**config.mk**
```make
export PLATFORM = sky130hd
export DESIGN_NAME = fpu_align_shift
export DESIGN_NICKNAME = d
export VERILOG_FILES = /design/src/rtl/fpu_align_shift.sv
export SDC_FILE = /design/constraint.sdc
export NUM_CORES = 1
export LEC_CHECK = 0
export ABC_AREA = 1
export CORE_ASPECT_RATIO = 1.4
export CORE_MARGIN = 2
export CORE_UTILIZATION = 35
export CTS_CLUSTER_DIAMETER = 50
export CTS_CLUSTER_SIZE = 20
export DETAILED_ROUTE_END_ITERATION = 6
export PLACE_DENSITY = 0.56
export RECOVER_POWER = 50
export SYNTH_ARGS = -nofsm -noshare
export SYNTH_HDL_FRONTEND = slang
export SYNTH_SLANG_ARGS = --single-unit
```
**constraint.sdc**
```tcl
create_clock -name clk -period 2.8 [get_ports clk]
set_input_delay 0.56 -clock clk [delete_from_list [all_inputs] [get_ports clk]]
set_output_delay 0.56 -clock clk [all_outputs]
set_load 0.02 [all_outputs]
```
**src/rtl/fpu_align_shift.sv**
```systemverilog
// rtl/fpu_align_shift.sv - FP add/sub operand alignment stage (optional FPU_ALIGN_STALL_CNT_EN stall counter)
module fpu_align_shift #(
    parameter int EXP_W = 8,
    parameter int SIG_W = 24
) (
    input  logic               clk,
    input  logic               rst_n,
    input  logic               in_valid,
    output logic               in_ready,
    input  logic               a_sign,
    input  logic [EXP_W-1:0]   a_exp,
    input  logic [SIG_W-1:0]   a_sig,
    input  logic               b_sign,
    input  logic [EXP_W-1:0]   b_exp,
    input  logic [SIG_W-1:0]   b_sig,
    input  logic               op_sub,
    output logic               out_valid,
    input  logic               out_ready,
    output logic [2*SIG_W-1:0] big_sig,
    output logic [2*SIG_W-1:0] small_sig,
    output logic               sticky,
    output logic [EXP_W:0]     sum_exp,
    output logic               eff_sub,
    output logic               res_sign,
`ifdef FPU_ALIGN_STALL_CNT_EN
    output logic [15:0]        stall_cnt,
`endif
    output logic               swapped
);
    localparam int DP_W = 2 * SIG_W;

    logic               r_s1_valid;
    logic [SIG_W-1:0]   r_s1_big;
    logic [SIG_W-1:0]   r_s1_small;
    logic [EXP_W-1:0]   r_s1_d;
    logic [EXP_W-1:0]   r_s1_exp;
    logic               r_s1_eff_sub;
    logic               r_s1_res_sign;
    logic               r_s1_swapped;

    logic               w_s2_free;
    logic               w_in_fire;
    logic               w_s1_adv;
    logic               w_a_big;
    logic [EXP_W-1:0]   w_d;
    logic [2*DP_W-1:0]  w_ext;
    logic               w_far;
    logic [DP_W-1:0]    w_small_sig;
    logic               w_sticky;

    assign w_s2_free = !out_valid || out_ready;
    assign in_ready  = !r_s1_valid || w_s2_free;
    assign w_in_fire = in_valid && in_ready;
    assign w_s1_adv  = r_s1_valid && w_s2_free;

    // Ties on exponent fall back to significand so equal operands keep A.
    assign w_a_big = (a_exp > b_exp) || ((a_exp == b_exp) && (a_sig >= b_sig));
    assign w_d     = w_a_big ? (a_exp - b_exp) : (b_exp - a_exp);

    // Lower DP_W bits of the extended shift hold exactly the bits dropped from small_sig.
    assign w_ext       = {r_s1_small, {(SIG_W + DP_W){1'b0}}} >> r_s1_d;
    assign w_far       = {{(32 - EXP_W){1'b0}}, r_s1_d} >= 32'(DP_W);
    assign w_small_sig = w_far ? '0 : w_ext[2*DP_W-1:DP_W];
    assign w_sticky    = w_far ? (|r_s1_small) : (|w_ext[DP_W-1:0]);

    always_ff @(posedge clk or negedge rst_n) begin
        if (!rst_n) begin
            r_s1_valid    <= 1'b0;
            r_s1_big      <= '0;
            r_s1_small    <= '0;
            r_s1_d        <= '0;
            r_s1_exp      <= '0;
            r_s1_eff_sub  <= 1'b0;
            r_s1_res_sign <= 1'b0;
            r_s1_swapped  <= 1'b0;
        end else begin
            if (w_in_fire) begin
                r_s1_valid    <= 1'b1;
                r_s1_big      <= w_a_big ? a_sig : b_sig;
                r_s1_small    <= w_a_big ? b_sig : a_sig;
                r_s1_d        <= w_d;
                r_s1_exp      <= w_a_big ? a_exp : b_exp;
                r_s1_eff_sub  <= a_sign ^ b_sign ^ op_sub;
                r_s1_res_sign <= w_a_big ? a_sign : (b_sign ^ op_sub);
                r_s1_swapped  <= !w_a_big;
            end else if (w_s1_adv) begin
                r_s1_valid <= 1'b0;
            end
        end
    end

    always_ff @(posedge clk or negedge rst_n) begin
        if (!rst_n) begin
            out_valid <= 1'b0;
            big_sig   <= '0;
            small_sig <= '0;
            sticky    <= 1'b0;
            sum_exp   <= '0;
            eff_sub   <= 1'b0;
            res_sign  <= 1'b0;
            swapped   <= 1'b0;
        end else begin
            if (w_s1_adv) begin
                out_valid <= 1'b1;
                big_sig   <= {r_s1_big, {SIG_W{1'b0}}};
                small_sig <= w_small_sig;
                sticky    <= w_sticky;
                sum_exp   <= {1'b0, r_s1_exp};
                eff_sub   <= r_s1_eff_sub;
                res_sign  <= r_s1_res_sign;
                swapped   <= r_s1_swapped;
            end else if (out_ready) begin
                out_valid <= 1'b0;
            end
        end
    end

`ifdef FPU_ALIGN_STALL_CNT_EN
    always_ff @(posedge clk or negedge rst_n) begin
        if (!rst_n) begin
            stall_cnt <= '0;
        end else if (out_valid && !out_ready && (stall_cnt != 16'hFFFF)) begin
            stall_cnt <= stall_cnt + 16'd1;
        end
    end
`endif
endmodule

```
==> results of run 1 <==
[report_power, final]
part	internal [mW]	switching, mW
logic	1.64	2.79
clock network	1.30	0.962
registers	2.66	0.305
total	5.61	4.06
[through the flow]
| stage | utilization | setup slack [ns] | power, mW |
|---|---|---|---|
| after floorplan | - | 0.3687 | 5.791 |
| after global placement | 0.4419 | -0.3101 | 7.449 |
| after detailed placement | 0.4419 | -0.3322 | 7.473 |
| after CTS | 0.4615 | 0.1184 | 9.776 |
| after global routing | 0.4600 | 0.008058 | 10.36 |
| final | 0.4600 | 0.2244 | 9.672 |
[sequential cells by signal (all words and copies together) (netlist names)]
register,flops
big_sig,24
eff_sub,1
out_valid,1
r_s1_big,24
r_s1_d,8
r_s1_eff_sub,1
r_s1_exp,8
r_s1_res_sign,1
r_s1_small,24
r_s1_swapped,1
r_s1_valid,1
res_sign,1
small_sig,48
sticky,1
sum_exp,8
swapped,1
[worst paths after layout]
path                                         endpoint  cells after the start  slack [ns]
max                        r_s1_small[12]$_DFFE_PN0P_                     13        0.22
min                         small_sig[23]$_DFFE_PN0P_                      2        0.48
max reg2reg                        sticky$_DFFE_PN0P_                     17        0.29
min reg2reg                 small_sig[23]$_DFFE_PN0P_                      2        0.48
max in group asynchronous    small_sig[8]$_DFFE_PN0P_                      2        0.51
min in group asynchronous     big_sig[29]$_DFFE_PN0P_                      1        0.51
[logic make-up (layout without fill, tap and decap cells)]
kind of cell,after synthesis,count (layout),synth area share
other,1,25,0.0003683
buffers and inverters,253,437,0.1140
XOR/XNOR,13,13,0.01118
AND/OR/NAND/NOR,711,711,0.3292
AO/OA/AOI/OAI,208,208,0.1172
flip-flops,153,153,0.3761
adder cells (fa/ha/maj),41,41,0.05186
[metal layers]
layer,share of wire,up-vias
met3,0.037,51
met2,0.49,249
li1,-,4883
met4,0.035,0
met5,0,-
met1,0.43,4473
[cell usage after synthesis (3+ instances only)]
cell type | instances | share of area
and2_1 | 3 | 0.0018
nor2_1 | 41 | 0.015
o211ai_1 | 8 | 0.0059
xnor2_1 | 5 | 0.0043
buf_4 | 31 | 0.023
a21oi_1 | 29 | 0.014
a22o_1 | 12 | 0.010
ha_1 | 39 | 0.048
nand2_1 | 375 | 0.14
o21ai_1 | 6 | 0.0029
inv_2 | 4 | 0.0015
buf_6 | 3 | 0.0033
a31oi_1 | 4 | 0.0025
nand3_2 | 38 | 0.037
nor3_1 | 6 | 0.0029
nand4_1 | 17 | 0.010
o221ai_1 | 3 | 0.0026
inv_1 | 143 | 0.053
o21ai_0 | 127 | 0.062
nand3_1 | 204 | 0.10
dfrtp_1 | 153 | 0.38
nand2_4 | 10 | 0.011
xor2_1 | 8 | 0.0069
nand2_2 | 10 | 0.0061
clkbuf_1 | 35 | 0.013
buf_2 | 27 | 0.013
buf_1 | 6 | 0.0022
a32o_1 | 8 | 0.0079
[cell type report]
cell class / count / area share
Multi-Input combinational cell: 998 / 0.4035
Timing Repair Buffer: 258 / 0.1830
Sequential cell: 153 / 0.2921
Clock inverter: 12 / 0.009736
Tap cell: 375 / 0.03580
Clock buffer: 19 / 0.03303
Inverter: 148 / 0.04286
[critical path, delay by kind of cell]
| kind | cells | cell delay (ns) |
|---|---|---|
| simple gates | 5 | 0.52 |
| compound gates | 2 | 0.60 |
| buf+inv | 5 | 0.90 |
| fa+ha+maj | 1 | 0.29 |
==> summary.md, run 1 <==
| Metric | Value |
|---|---|
| Status | `complete, but fails checks` |
| Violated checks | `capacitance limit, slew limit` |
| Hold_ws | `between 0.4 and 0.5 ns` |
| Post-route ant nets | `0` |
| Cells after Synth | `approximately 1400` |
| CP startpoint | `b_sig[7]` |
| RSZ-0062 raised after global routing | `no` |
| Full die area | `30490 um^2` |
| Fin Setup TNS | `0 ns` |
| Commonest non-fill, non-tap cells in the layout | `374 x nand2_1, 204 x nand3_1, 153 x dfrtp_1` |
| DR DRC count | `0` |
| Longest Clk Path Bufs | `2` |
| Post-synth EDFFs | `0` |
| GP Congestion | `between 0.9 and 1` |
| Die W | `approximately 150 um` |
| Hold Vio Cnt, Final | `0` |
| Synth warn | `0` |
| Core Area | `roughly 28000 um^2` |
| Sequential element share of the synthesized area | `0.3761` |
| DP Area | `between 10000 and 15000 um^2` |
| Number of diodes | `0` |
| Leakage power | `6.454 nW` |
| Avg Cell Area, Syn | `7.378 um^2` |
| Met3 Resource Use GR | `0.03082` |
| Synth Flop Type | `dfrtp_1` |
| WL per Instance | `about 16 um` |
| Worst-path clk slew | `about 0.060 ns` |
| Largest net degree at the start of global routing | `59` |
| Tot GR Track Use | `0.2059` |
| Maximum vdd drop | `0.3887 mV` |
| Worst-Margin Slew | `roughly 1.6 ns` |
| Final Cycle Share | `0.9199` |
| CP peak stage delay | `0.51 ns` |
| FILL cells | `2972` |
| Slew HR | `-0.04505` |
| Tmin final | `between 2 and 3 ns` |
| # port buffers | `156` |
| # setup viols final | `0` |
| Type of the worst setup path | `primary input to flop` |
| Sequential cell area | `around 3800 um^2` |
| Drt via density | `roughly 4.9` |
| Boundary Pins | `approximately 180` |
| Post-layout instance area | `between 10000 and 15000 um^2` |
| Dpl cells | `about 1900` |
| First-pass GRT wire length | `between 40000 and 50000 um` |
| Skew-Pair Late Insertion Delay | `about 0.44 ns` |
| CTS tree | `yes` |
| Starting density of the core | `0.3573` |
| Cell at the root of the clock tree | `clkbuf_16` |
| CP max FO | `38` |
| Critical-path cell list | `clkdlybuf4s50_1 > inv_1 > ha_1 > inv_1 > o311ai_0 > nand3_1 > nand4_1 > nand2_2 > inv_2 > buf_12 > nand2_1 > nand3_1 > o21ai_0` |
| Finished Layout Cells | `1963` |
| Die Y | `approximately 200 um` |
| Vias in the first global route | `about 9500` |
| Synth unique cells | `47` |
| Cell Area, Synth | `around 10000 um^2` |
| Hpwl dp | `roughly 24000 um` |
| Final Slew Violations | `between 50 and 60` |
| Fin Clk Skew | `roughly 0.011 ns` |
| Worst Path Arrival | `2.89 ns` |
| Area occupied by multi-input gates | `between 5000 and 6000 um^2` |
| Max Freq | `~390 MHz` |
| Crit start category | `primary input` |
| Synth-to-Final Area Change | `28.75%` |
| Post-CTS Setup Bufs | `0` |
| Post-cts resize count | `0` |
| Share of cells above drive strength 1 | `0.1253` |
| Gr ovfl total | `0` |
| Worst Hold Launch | `small_sig[23]$_DFFE_PN0P_` |
| DRT Pass-1 Iters | `5` |
| FP Rows | `73` |
| Initial antenna violation count | `0` |
| Crit path capture type | `flop` |
| CP required | `approximately 3.1 ns` |
| Worst path slowest cell | `o311ai_0` |
| NumNets Final | `1688` |
| Grt met1 use | `0.2556` |
| PwrDens | `approximately 740 nW/um^2` |
| Final wirelength | `between 30000 and 40000 um` |
| Hold/Removal Path Class | `flop to flop` |
| Most common cell after layout, fill and taps aside | `nand2_1` |
| Max Cap Viol | `1` |
| FF-to-FF Start | `r_s1_d[0]$_DFFE_PN0P_` |
| Most Crowded Layer GR | `met2` |
| Via count | `roughly 9700` |
| FF+latch count, synth | `approximately 150` |
| Cts-stage hold buffer count | `0` |
| Clk sink count | `153` |
| Grt met2 use | `0.3575` |
| 1st-iter DRT viols | `roughly 550` |
| Share of synthesized registers carrying an async set or reset | `1.000` |
| H-tree Lvls | `4` |
| Num CTS Buffers | `17` |
Power figures use the tool's default switching activity.
==> run 2: changes to the inputs <==
Settings changed: ABC_CLOCK_PERIOD_IN_PS set to 2800.
==> results of run 2 <==
No change in the layout: final DEF, timing and power equal those of run 1.
==> run 3: changes to the inputs <==
Settings changed: ABC_AREA 1 to unset.
==> run 3 against run 2 <==
Net effect:
- the flow still finishes with violations (capacitance limit, slew limit)
- first-iteration DRC count down 31%
- critical path depth unchanged
- cell count down 6.7%
- clock skew up 0.00079 ns
- via count down 0.76%
- non-clock buffer count up 111
- highest routed layer unchanged
- setup slack worse by 0.17 ns
- utilization up 3.8 points
- global-route usage up 1.4 points
- sequential share of layout area down 2.8 points
- critical path type unchanged
- clock power down 5%
- largest cell class unchanged
- wire length up 9.5%
==> summary.md, run 3 <==
| Metric | Value |
|---|---|
| Status | `complete, but fails checks` |
| Violated checks | `capacitance limit, slew limit` |
| Vias in the first global route | `9757 (+3.1%)` |
| Worst-path clk slew | `0.06 ns (about the same)` |
| Die W | `149.3 um (+0.77%)` |
| Share of cells above drive strength 1 | `0.2851 (+0.1598)` |
| Core Area | `29170 um^2 (+2.3%)` |
| Synth-to-Final Area Change | `40.46%` |
| Maximum vdd drop | `0.5049 mV (+30%)` |
| Fin worst setup slack | `0.05164 ns (-0.1728 ns)` |
| Worst-Margin Slew | `1.539 ns (-0.02863 ns)` |
| Tmin final | `2.748 ns (+0.1728 ns)` |
| Hold Vio Cnt, Final | `0 (unchanged)` |
| Dpl cells | `1783 (-7.7%)` |
| RSZ-0062 raised after global routing | `yes` |
| Pint | `6.370 mW (+13%)` |
| Cells after Synth | `1138 (-18%)` |
| Via count | `9583 (-0.76%)` |
| Post-route ant nets | `0 (unchanged)` |
| Top-count cell post-synth | `dfrtp_1` |
| Cell taking the most area after synthesis | `dfrtp_1` |
| Num CTS Buffers | `17 (unchanged)` |
| FF+latch count, synth | `153 (unchanged)` |
| Starting density of the core | `0.3547 (-0.002607)` |
| Hold/Removal Path Class | `primary input to flop` |
| Crit start category | `primary input` |
| Tot GR Track Use | `0.2197 (+0.01382)` |
| Worst Path Arrival | `3.06 ns (+0.17 ns)` |
| Post-layout instance area | `14530 um^2 (+11%)` |
| DRT Pass-1 Iters | `5 (unchanged)` |
| Final Cycle Share | `0.9816 (+0.06171)` |
| Pre-CTS WS | `-0.8436 ns (-0.5113 ns)` |
| # port buffers | `156 (unchanged)` |
| # setup viols final | `0 (unchanged)` |
| Gr ovfl total | `0 (unchanged)` |
| 1st-iter DRT viols | `377 (-31%)` |
| Hold_ws | `0.4517 ns (-0.02778 ns)` |
| Skew-Pair Late Insertion Delay | `0.44 ns (about the same)` |
| Max Cap Viol | `1 (unchanged)` |
| DP Area | `13520 um^2 (+7.4%)` |
| Hpwl dp | `25340 um (+6.4%)` |
| Slew HR | `-0.02596 (+0.01909)` |
| Fin Setup TNS | `0 ns (unchanged)` |
| PwrDens | `721.1 nW/um^2 (-2.3%)` |
| Fin Clk Skew | `0.01184 ns (+0.0007893 ns)` |
| Finished Layout Cells | `1832 (-6.7%)` |
| Commonest non-fill, non-tap cells in the layout | `193 x buf_4, 152 x dfrtp_1, 125 x nand2_1` |
| Synth Flop Type | `dfrtp_1` |
| Final wirelength | `33580 um (+9.5%)` |
| NumNets Final | `1553 (-8.0%)` |
| CTS tree | `yes` |
| Longest Clk Path Bufs | `2 (unchanged)` |
| Max FFs per register | `48 (unchanged)` |
| Drt via density | `5.231 (+6.3%)` |
| Comb power frac | `0.500 (+0.041)` |
| Leakage power | `6.563 nW (+1.7%)` |
| Main area contributors after synthesis | `dfrtp_1 37%, mux2_2 6.7%, mux2i_1 6.2%` |
| Largest Register | `small_sig` |
| First-pass GRT wire length | `53410 um (+7.5%)` |
| Synth unique cells | `77 (+64%)` |
| Most common cell after layout, fill and taps aside | `buf_4` |
| Boundary Pins | `182 (unchanged)` |
| FP Rows | `74 (+1.4%)` |
| Clk pwr share | `0.206 (-0.028)` |
| DR DRC count | `0 (unchanged)` |
| Synth warn | `0 (unchanged)` |
| Finished Core Util | `0.4982 (+0.03820)` |
| Full die area | `30960 um^2 (+1.6%)` |
| Number of diodes | `0 (unchanged)` |
| Post-synth top area share | `0.3701 (-0.005914)` |
| Sequential element share of the synthesized area | `0.3701 (-0.005914)` |
| WL per Instance | `18.33 um (+17%)` |
| Initial antenna violation count | `0 (unchanged)` |
| Cell at the root of the clock tree | `clkbuf_16` |
| Crit path capture type | `flop` |
| Switching Share | `0.3920 (-0.02762)` |
| Commonest cells post-synth | `153 x dfrtp_1, 125 x nand2_1, 115 x o21ai_0, 79 x a21oi_1, 64 x mux2i_1` |
| Final Slew Violations | `58 (-1.7%)` |
| Cell Area, Synth | `10340 um^2 (+1.6%)` |
| Max Freq | `363.9 MHz (-6.3%)` |
| CP required | `3.11 ns (about the same)` |
| Share of power burned in registers | `0.294 (-0.013)` |
| Cts-stage hold buffer count | `0 (unchanged)` |
| Die Y | `207.4 um (+0.78%)` |
| Net switching power | `4.107 mW (+1.2%)` |
| Post-synth EDFFs | `0 (unchanged)` |
| GP Congestion | `0.9407 (+4.0%)` |
| Total power | `10.48 mW (+8.3%)` |
| CP max FO | `14 (-63%)` |
| H-tree Lvls | `4 (unchanged)` |
| Clk sink count | `153 (unchanged)` |
| Largest net degree at the start of global routing | `86 (+46%)` |
| Avg Cell Area, Syn | `9.089 um^2 (+23%)` |
| Share of synthesized registers carrying an async set or reset | `1.000 (unchanged)` |
| FILL cells | `2793 (-6.0%)` |
| Type of the worst setup path | `primary input to flop` |
## run 3: cells by family after synthesis
logic type	count (synthesis)	synth area share
buffers and inverters	165	0.07488
muxes	146	0.1686
AOI/OAI and AO/OA	322	0.1967
xor gates and xnor gates	2	0.001694
and+or+nand+nor	308	0.1366
adders and majority gates	41	0.05105
DFF	153	0.3701
other	1	0.0003625
## run 3: routing by layer
metal  track usage  part of all wire  up-vias
met3       0.03143             0.034       68
met1        0.2713              0.42     4590
met2        0.3779              0.50      243
met5             0                 0        -
met4       0.09754             0.042        0
li1              -                 -     4682
## run 3: worst max-delay path: stages
cell and delay (ns):
dlygate4sd2_1 0.27, ha_1 0.27, nand2b_1 0.15, a21o_1 0.19
a21oi_2 0.14, o21ai_2 0.09, a311oi_4 0.32, a2111oi_4 0.14
or2_4 0.38, buf_12 0.16, buf_16 0.15, a21oi_1 0.14
o21ai_0 0.09
## run 3: cell type report
class	count	area (um^2)	share of cell area
Tap cell	380	475.5	0.03272
Multi-Input combinational cell	845	6202	0.4269
Sequential cell	153	3832	0.2638
Clock inverter	12	103.9	0.007148
Timing Repair Buffer	369	3279	0.2257
Inverter	55	206.4	0.01421
Clock buffer	18	429.2	0.02954
## run 3: path summary, 6_finish.rpt
kind                                     startpoint                         end  slack, ns  cells after the start
setup / recovery                           b_sig[0]     r_s1_big[3]$_DFFE_PN0P_       0.05                     13
hold / removal                            b_sig[14]  r_s1_small[14]$_DFFE_PN0P_       0.45                      3
setup reg to reg              r_s1_d[3]$_DFFE_PN0P_          sticky$_DFFE_PN0P_       0.12                     10
hold reg to reg            r_s1_eff_sub$_DFFE_PN0P_    r_s1_eff_sub$_DFFE_PN0P_       0.47                      2
max in group asynchronous                     rst_n    r_s1_big[10]$_DFFE_PN0P_       0.62                      2
min in group asynchronous                     rst_n     big_sig[45]$_DFFE_PN0P_       0.48                      1
## run 3: power groups by stage
stage / sequential, mW / clock, mW / combinational, mW
2_1_floorplan: 3.33 / 0 / 2.55
3_3_place_gp: 3.12 / 0 / 5.00
3_5_place_dp: 3.13 / 0 / 5.02
4_1_cts: 3.09 / 2.21 / 5.14
5_1_grt: 3.15 / 2.31 / 5.63
6_report: 3.08 / 2.16 / 5.24
## run 3: what timing repair did
| action | CTS | global route |
|---|---|---|
| setup endpoints to repair | 66 | 58 |
| endpoints found under the hold margin | 0 | 0 |
| setup buffers | 10 | 7 |
| resized for setup | 77 | 94 |
| pin swaps | 19 | 18 |
| gates cloned | 3 | 0 |
